===== src/rtl/riscv_v_pipe_pkg.sv =====
// Shared definitions for the elastic vector pipe: default fill values for
// the reset and flush payloads, and the occupancy counter width helper.
package riscv_v_pipe_pkg;

    // Fill bit replicated across the payload width for the default reset value.
    localparam logic RST_FILL_BIT   = 1'b0;
    // Fill bit replicated across the payload width for the default flush value.
    localparam logic FLUSH_FILL_BIT = 1'b0;

    // Bits needed to count 0..num_slots valid slots.
    function automatic int occ_width(input int num_slots);
        if (num_slots < 1) begin
            return 1;
        end
        return $clog2(num_slots + 1);
    endfunction

endpackage


===== src/rtl/riscv_v_pipe_slot.sv =====
// One register slot of the elastic pipe: a valid bit, a payload register and
// the local ready term that lets a bubble collapse when the slot is empty.
module riscv_v_pipe_slot
    import riscv_v_pipe_pkg::*;
#(
    parameter int               WIDTH     = 6,
    parameter logic [WIDTH-1:0] RST_VAL   = {WIDTH{RST_FILL_BIT}},
    parameter logic [WIDTH-1:0] FLUSH_VAL = {WIDTH{FLUSH_FILL_BIT}}
) (
    input  logic             clk,
    input  logic             rst_n,
    input  logic             flush,
    input  logic             up_valid,
    input  logic [WIDTH-1:0] up_data,
    input  logic             down_ready,
    output logic             valid,
    output logic [WIDTH-1:0] data
);

    logic ready;

    // An empty slot, or one whose occupant moves on this cycle, can take a new payload.
    assign ready = !valid || down_ready;

    // Valid/payload update: flush beats any transfer; payload moves only on transfer.
    always_ff @(posedge clk or negedge rst_n) begin
        if (!rst_n) begin
            valid <= 1'b0;
            data  <= RST_VAL;
        end else if (flush) begin
            valid <= 1'b0;
            data  <= FLUSH_VAL;
        end else if (ready) begin
            valid <= up_valid;
            if (up_valid) begin
                data <= up_data;
            end
        end
    end

endmodule


===== src/rtl/riscv_v_elastic_pipe.sv =====
// Elastic, bubble-collapsing register pipe of NUM_STAGES slots with a
// combinational ready chain, synchronous flush and asynchronous reset.
module riscv_v_elastic_pipe
    import riscv_v_pipe_pkg::*;
#(
    parameter int               WIDTH      = 6,
    parameter int               NUM_STAGES = 1,
    parameter logic [WIDTH-1:0] RST_VAL    = {WIDTH{RST_FILL_BIT}},
    parameter logic [WIDTH-1:0] FLUSH_VAL  = {WIDTH{FLUSH_FILL_BIT}}
) (
    input  logic                                clk,
    input  logic                                rst_n,
    input  logic                                flush,
    input  logic                                in_valid,
    output logic                                in_ready,
    input  logic [WIDTH-1:0]                    in_data,
    output logic                                out_valid,
    input  logic                                out_ready,
    output logic [WIDTH-1:0]                    out_data,
    output logic [occ_width(NUM_STAGES)-1:0]    occupancy
);

    localparam int OCC_W = occ_width(NUM_STAGES);

    logic [NUM_STAGES-1:0] slot_valid;
    logic [WIDTH-1:0]      slot_data [NUM_STAGES];
    logic [NUM_STAGES:0]   chain_ready;
    logic [OCC_W-1:0]      occ_sum;

    // Ready chain from the output back to slot 1; index k is slot k+1, top index is out_ready.
    always_comb begin
        chain_ready             = '0;
        chain_ready[NUM_STAGES] = out_ready;
        for (int k = NUM_STAGES - 1; k >= 0; k--) begin
            chain_ready[k] = !slot_valid[k] || chain_ready[k + 1];
        end
    end

    for (genvar k = 0; k < NUM_STAGES; k++) begin : g_slot
        logic             up_valid;
        logic [WIDTH-1:0] up_data;

        if (k == 0) begin : g_head
            assign up_valid = in_valid;
            assign up_data  = in_data;
        end else begin : g_body
            assign up_valid = slot_valid[k - 1];
            assign up_data  = slot_data[k - 1];
        end

        riscv_v_pipe_slot #(
            .WIDTH     (WIDTH),
            .RST_VAL   (RST_VAL),
            .FLUSH_VAL (FLUSH_VAL)
        ) u_slot (
            .clk        (clk),
            .rst_n      (rst_n),
            .flush      (flush),
            .up_valid   (up_valid),
            .up_data    (up_data),
            .down_ready (chain_ready[k + 1]),
            .valid      (slot_valid[k]),
            .data       (slot_data[k])
        );
    end

    // Population count of the registered slot valid bits.
    always_comb begin
        occ_sum = '0;
        for (int k = 0; k < NUM_STAGES; k++) begin
            occ_sum = occ_sum + OCC_W'(slot_valid[k]);
        end
    end

    // Input is refused while held in reset or while a flush is killing the pipe.
    assign in_ready  = chain_ready[0] && !flush && rst_n;
    assign out_valid = slot_valid[NUM_STAGES - 1];
    assign out_data  = slot_data[NUM_STAGES - 1];
    assign occupancy = occ_sum;

endmodule

===== config.mk =====
export PLATFORM = sky130hd
export DESIGN_NAME = riscv_v_elastic_pipe
export DESIGN_NICKNAME = d
export VERILOG_FILES = /design/src/rtl/riscv_v_pipe_pkg.sv /design/src/rtl/riscv_v_pipe_slot.sv /design/src/rtl/riscv_v_elastic_pipe.sv
export SDC_FILE = /design/constraint.sdc
export NUM_CORES = 1
export LEC_CHECK = 0
export ABC_AREA = 0
export ABC_CLOCK_PERIOD_IN_PS = 1000
export CAP_MARGIN = 20
export CORE_AREA = 4 4 41 43
export CTS_CLUSTER_DIAMETER = 150
export DETAILED_ROUTE_END_ITERATION = 7
export DIE_AREA = 0 0 45 47
export GPL_ROUTABILITY_DRIVEN = 0
export PLACE_DENSITY = 0.65
export SYNTH_ARGS = -nofsm -noshare
export SYNTH_HDL_FRONTEND = slang
export SYNTH_SLANG_ARGS = --single-unit

===== constraint.sdc =====
create_clock -name clk -period 1 [get_ports clk]
set_clock_uncertainty 0.15 [all_clocks]
set_input_delay 0.1 -clock clk [delete_from_list [all_inputs] [get_ports clk]]
set_output_delay 0.1 -clock clk [all_outputs]
set_load 0.02 [all_outputs]

==> flow_summary_export.csv <==
group,metric,value,unit
final_layout,multi_input_area,190,um2
final_layout,seq_area,176,um2
power,power-per-cell-area,1150,nW/um2
setup_path,critPathKind,"flip-flop to output pin",
sta,fin_crit_sh,131,%
final_layout,nets,71,
worst_hold_path,worstHoldPathType,"input pin to asynchronous set/reset pin",
sta,fin_tns_setup,-2490,ps
place,dp.cells,69,
final_layout,area_delta_synth_final,82.1,%
floorplan,num_rows,13,
sta,worst_slack,-309,ps
run_status,violations,"negative setup slack",
routing,routed_wl,760,um
setup_path,worstPathRequired,750,ps
global_route,grt_pass1_wl,1.27,mm
setup_path,reg2reg_depth,5,
clock_tree,cts_buffer_depth,2,
global_route,antenna_found_initial,0,
sta,period_needed,1310,ps
synth,syn_inst,33,
clock_tree,clock-sinks,7,
place,dp_hpwl,621,um
setup_path,cp.arrival,1060,ps
floorplan,core_area,1300,um2
synth,ys.flop_type,"dfrtp_1",
sta,setup_viol,16,
sta,finalHoldViolations,0,
synth,netlist_area,370,um2
synth,synth_area_leader_cell,"dfrtp_1",
routing,drtAntennaViolNets,0,
clock_tree,clk_pin_slew_worst_paths,50,ps
global_route,grt_overflow,0,
synth,syn_nets,44,
setup_path,end_kind,"output pin",
sta,fmax,764,MHz
sta,relSlewSlack,91.4,%
final_layout,n_antenna_cell,0,
routing,drc,0,
synth,synth_area_leaders,"dfrtp_1, nand2b_1, mux2i_1",
floorplan,die_x,45,um
routing,first_pass_iters,1,
synth,yosys_warnings,0,
place,io_buffers,19,
synth,yosysSeqAreaShare,47.3,%
run,maxCapViolations,0,
final_layout,fin_cells,74,
run_status,status,"finished with violations",
floorplan,die_height,47,um
setup_path,cp-start-kind,"flip-flop",
setup_path,worst-r2r-setup-slack,-300,ps
sta,rsz0062_at_grt,"true",
floorplan,start_util,28.5,%
synth,yosysMostFrequentCell,"nand2b_1",
routing,via_count,302,
floorplan,die_area,2120,um2
clock_tree,cts_tree,"yes",
setup_path,reg2reg_from,"g_slot[0].u_slot.valid",
routing,initialDrtViolationCount,0,
power,leakage,0.313,nW
sta,drv_slew,0,
synth,avgSynthCellArea,11.2,um2
clock_tree,cts_root_buf,"clkbuf_4",
routing,via_per_inst,4.08,
synth,yosysTopAreaCellShare,47.3,%
synth,synthArstFlopShare,100,%
sta,worst_pin_slew,126,ps
final_layout,drive_gt1_share,39.0,%
clock_tree,cts_buffers,3,
synth,synthTopCellsByCount,"nand2b_1, dfrtp_1, mux2i_1, nor2_1",
floorplan,io_pins,20,
synth,synth_edf_count,0,
final_layout,nFillCells,131,
setup_path,r2r-end,"g_slot[0].u_slot.data[0]",
clock_tree,cts_hold_buf,0,
setup_path,critPathMaxFanout,2,
routing,routedWlPerCell,10.3,um
synth,yosysUniqueCellTypes,10,
global_route,grt_max_degree,14,
power,vdd_drop_max,548,uV
clock_tree,clock_latency,240,ps
clock_tree,htree_num_levels,1,
global_route,grt_pass1_vias,317,
global_route,groute.usage.overall,8.62,%
synth,synth.ff_latch_count,7,
[area by class of cell]
type                            instances  area share (%)
Multi-Input combinational cell         23            28.2
Clock buffer                            4            3.90
Timing Repair Buffer                   25            39.0
Tap cell                               15            2.78
Sequential cell                         7            26.2
[worst max-delay path by stage]
stage                                      start                       end  slack (ps)
after floorplan           g_slot[0].u_slot.valid  g_slot[0].u_slot.data[0]        -210
after global placement                 out_ready                  in_ready        -650
after detailed placement               out_ready                  in_ready        -660
after CTS                 g_slot[0].u_slot.valid                  in_ready        -330
after global routing      g_slot[0].u_slot.valid                  in_ready        -380
final                     g_slot[0].u_slot.valid                  in_ready        -310
[registers in the layout, summed over array words and instances, names as in the netlist]
signal               flops
g_slot.u_slot.valid      1
g_slot.u_slot.data       6
[report_power, final]
group | internal, W | switching, W | total [W] | leakage, nW
combinational | 0.000133 | 0.0000840 | 0.000217 | 0.207
sequential | 0.000302 | 0.0000125 | 0.000315 | 0.0915
clock | 0.000151 | 0.0000909 | 0.000242 | 0.0150
[layout by cell type (no fill, tap or decap)]
master and n:
nor2_4 1, clkbuf_4 3, dfrtp_1 6, mux2i_1 6, nor2b_4 2, nor2_1 1, buf_4 4, buf_6 10
buf_12 1, nor3b_2 1, clkdlybuf4s50_1 10, nand2b_1 12, clkbuf_1 1, dfrtp_2 1
[logic make-up (layout without fill, tap and decap cells)]
| kind of cell | Yosys count | count (layout) | share of synthesized area, % |
|---|---|---|---|
| flip-flops | 7 | 7 | 47.3 |
| AND/OR/NAND/NOR | 17 | 17 | 30.4 |
| multiplexers | 6 | 6 | 16.2 |
| buffers and inverters | 3 | 29 | 6.08 |
[layer usage]
layer / vias to the layer above / global-route usage, % / wire length (um)
met3: 0 / 3.83 / 65
met1: 135 / 10.3 / 330
met4: 0 / 3.51 / 0
li1: 154 / - / -
met5: - / 0 / 0
met2: 13 / 13.6 / 364
[worst max-delay path, cell delays in order (launching register included)]
cell	delay [ps]
dfrtp_2	390
nor2b_4	130
nor3b_2	140
buf_4	160
[metrics by stage]
step                hold WS (ps)  worst slack [ps]  total power [W]  cell area, um2  util, %
finish                      22.1              -309         0.000774             674     51.8
floorplan                   -346              -211         0.000405             377        -
detailed placement           283              -664         0.000520             613     47.1
global route                37.9              -375         0.000828             674     51.8
global placement             298              -655         0.000519             613     47.1
CTS                         24.2              -325         0.000781             663     51.0
[timing repair]
| item | in CTS | in global routing |
|---|---|---|
| endpoints found under the setup margin | 16 | 16 |
| resized for setup | 57 | 1 |
| buffers inserted | 0 | 1 |
No activity file was read; power rests on OpenSTA's default activity.
==> patch (config.mk and constraints unchanged) <==
`WIDTH` is set to 6 in 2 places; all go to 4.
--- a/src/rtl/riscv_v_pipe_slot.sv
+++ b/src/rtl/riscv_v_pipe_slot.sv
@@ -4,5 +4,5 @@
     import riscv_v_pipe_pkg::*;
 #(
-    parameter int               WIDTH     = 6,
+    parameter int               WIDTH     = 4,
     parameter logic [WIDTH-1:0] RST_VAL   = {WIDTH{RST_FILL_BIT}},
     parameter logic [WIDTH-1:0] FLUSH_VAL = {WIDTH{FLUSH_FILL_BIT}}
--- a/src/rtl/riscv_v_elastic_pipe.sv
+++ b/src/rtl/riscv_v_elastic_pipe.sv
@@ -4,5 +4,5 @@
     import riscv_v_pipe_pkg::*;
 #(
-    parameter int               WIDTH      = 6,
+    parameter int               WIDTH      = 4,
     parameter int               NUM_STAGES = 1,
     parameter logic [WIDTH-1:0] RST_VAL    = {WIDTH{RST_FILL_BIT}},
Interface: changed (resized in_data and out_data); port bits go from 20 to 16. No check against the original RTL was run, so the function may have changed too.
==> patch against the original RTL <==
  * Routed wire length fell by 18%
  * Synthesized area shrank 26%
  * Power decreased by 19%
  * Combinational power down 22%
  * Worst setup slack worse by 12 ps
  * Critical endpoint unchanged
  * Sequential cell count down 2
  * Design area shrank 22%
  * The flow still finishes with violations (negative setup slack)
  * Sequential share of layout area shrank 2.1 points
==> patch: results (changes against the original RTL) <==
result of the run = finished with violations
violations in the final reports = negative setup slack
Syn Nets = 34 (-23%)
count of buffers from port buffering = 15 (-4)
worst setup margin = -321.6 ps (-12.21 ps)
post-placement cell area = 473.0 sq um (-23%)
Final Setup Violations = 12 (-4)
vias = 232 (-23%)
deepest level of the CTS H-tree = 1 (unchanged)
registers with the most flip-flops = g_slot.u_slot.data (4), g_slot.u_slot.valid (1)
measured slew at the worst slew-check pin = 129.2 ps (+3.553 ps)
arrival time worst endpoint = 1070 ps
share of post-route cells with drive strength above 1 = 43.75% (+4.8 points)
peak supply drop = 500.2 uV (-8.7%)
routed wire length per instance = 9.841 microns (-4.2%)
multiplexer share of the synthesized area = 14.55% (-1.7 points)
clock transition at the register clock pins on the worst setup and hold paths after CTS = 50 ps (about the same)
CTS Buf Count = 3 (unchanged)
Antenna diodes = 0 (unchanged)
Yosys warnings = 0 (unchanged)
Main synth FF type = dfrtp_1
number of detailed-routing iterations run before antenna repair = 2 (+1)
number of distinct library cells after synthesis = 10 (unchanged)
setup slack after placement = -684.5 ps (-20.78 ps)
most instantiated cells after synthesis = nand2b_1 (8), dfrtp_1 (5), mux2i_1 (4)
Tightest Hold Check Type = in -> async
XOR/XNOR share of the synthesized area = 0% (unchanged)
top post-synthesis cells by area = dfrtp_1 (45%), nand2b_1 (18%), mux2i_1 (15%)
maximum buffer depth of the clock tree = 2 (unchanged)
aggregate global-route resource usage = 7.222% (-1.4 points)
FFs w/ async S/R, synth = 100.0% (unchanged)
maximum fanout encountered on the critical timing path = 2 (unchanged)
LEAKAGE = 0.2478 nW (-21%)
First DRT Iteration DRCs = 3 (+3)
pin count of the biggest net entering global routing = 10 (-4)
portion of the post-synthesis area used by sequential elements = 45.45% (-1.8 points)
Synth Area in Adders = 0% (unchanged)
post-layout net count = 58 (-18%)
clock root buffer = clkbuf_4
latest clock arrival within the worst-skew pair = 240 ps (about the same)
global-route wire length before repair = 1041 microns (-18%)
number of antenna violations at the first check in global routing = 0 (unchanged)
complex-gate fraction of the synthesized area = 0% (unchanged)
via count of the first global-routing pass = 251 (-21%)
## patch: cell families after synthesis
logic type             count (synthesis)
multiplexers                           4
AND/OR/NAND/NOR                       13
buffers and inverters                  3
flip-flops                             5
## patch: metal layers
layer	up-vias	track usage [%]	share of wire, %
li1	122	-	-
met1	101	7.834	42
met2	9	10.45	47
met3	0	4.215	10
met4	0	5.263	0
met5	-	0	0
## patch: path summary, 6_finish.rpt
kind / startpoint / end / slack (ps) / depth (start not counted)
worst max-delay path: g_slot[0].u_slot.valid$_DFFE_PN0P_ / in_ready / -320 / 3
worst min-delay path: rst_n / g_slot[0].u_slot.valid$_DFFE_PN0P_ / 1 / 2
worst max register to register: g_slot[0].u_slot.valid$_DFFE_PN0P_ / g_slot[0].u_slot.data[1]$_DFFE_PN0P_ / -300 / 5
worst min register to register: g_slot[0].u_slot.data[2]$_DFFE_PN0P_ / g_slot[0].u_slot.data[2]$_DFFE_PN0P_ / 410 / 2
max in group asynchronous: rst_n / g_slot[0].u_slot.valid$_DFFE_PN0P_ / 580 / 2
min in group clk: in_data[3] / g_slot[0].u_slot.data[3]$_DFFE_PN0P_ / 270 / 3
## patch: area by class of cell
class	count	area [sq um]
well taps	15	18.77
flip-flops and latches	5	126.4
multi-input cells	17	137.6
repair buffers	22	215.2
clock buffers	4	26.28
fillers	141	777.0
## patch: critical path: stages (launching register included)
cell	delay (ps)
dfrtp_2	390
nor2b_4	130
nor3b_2	150
buf_4	160
## patch: repair_timing
item / CTS / global route
pin swaps: 0 / 0
hold endpoints to repair: 0 / 0
gates resized for setup: 34 / 10
setup buffers: 0 / 1
endpoints found under the setup margin: 12 / 12
## patch: power by group
| group | switching, mW | total, mW | internal (mW) | leakage [nW] |
|---|---|---|---|---|
| logic | 0.0644 | 0.170 | 0.106 | 0.168 |
| clock network | 0.0833 | 0.234 | 0.151 | 0.0150 |
| registers | 0.00895 | 0.225 | 0.216 | 0.0648 |
## patch: through the flow
step | hold slack, ps | TNS (ps) | std cells
6_report | 1.213 | -1801 | 63
5_1_grt | 7.080 | -2276 | 63
4_1_cts | 2.956 | -2153 | 62
3_5_place_dp | 253.4 | -3759 | 58
3_3_place_gp | 254.9 | -3697 | 58
2_1_floorplan | -345.6 | -934.6 | 25
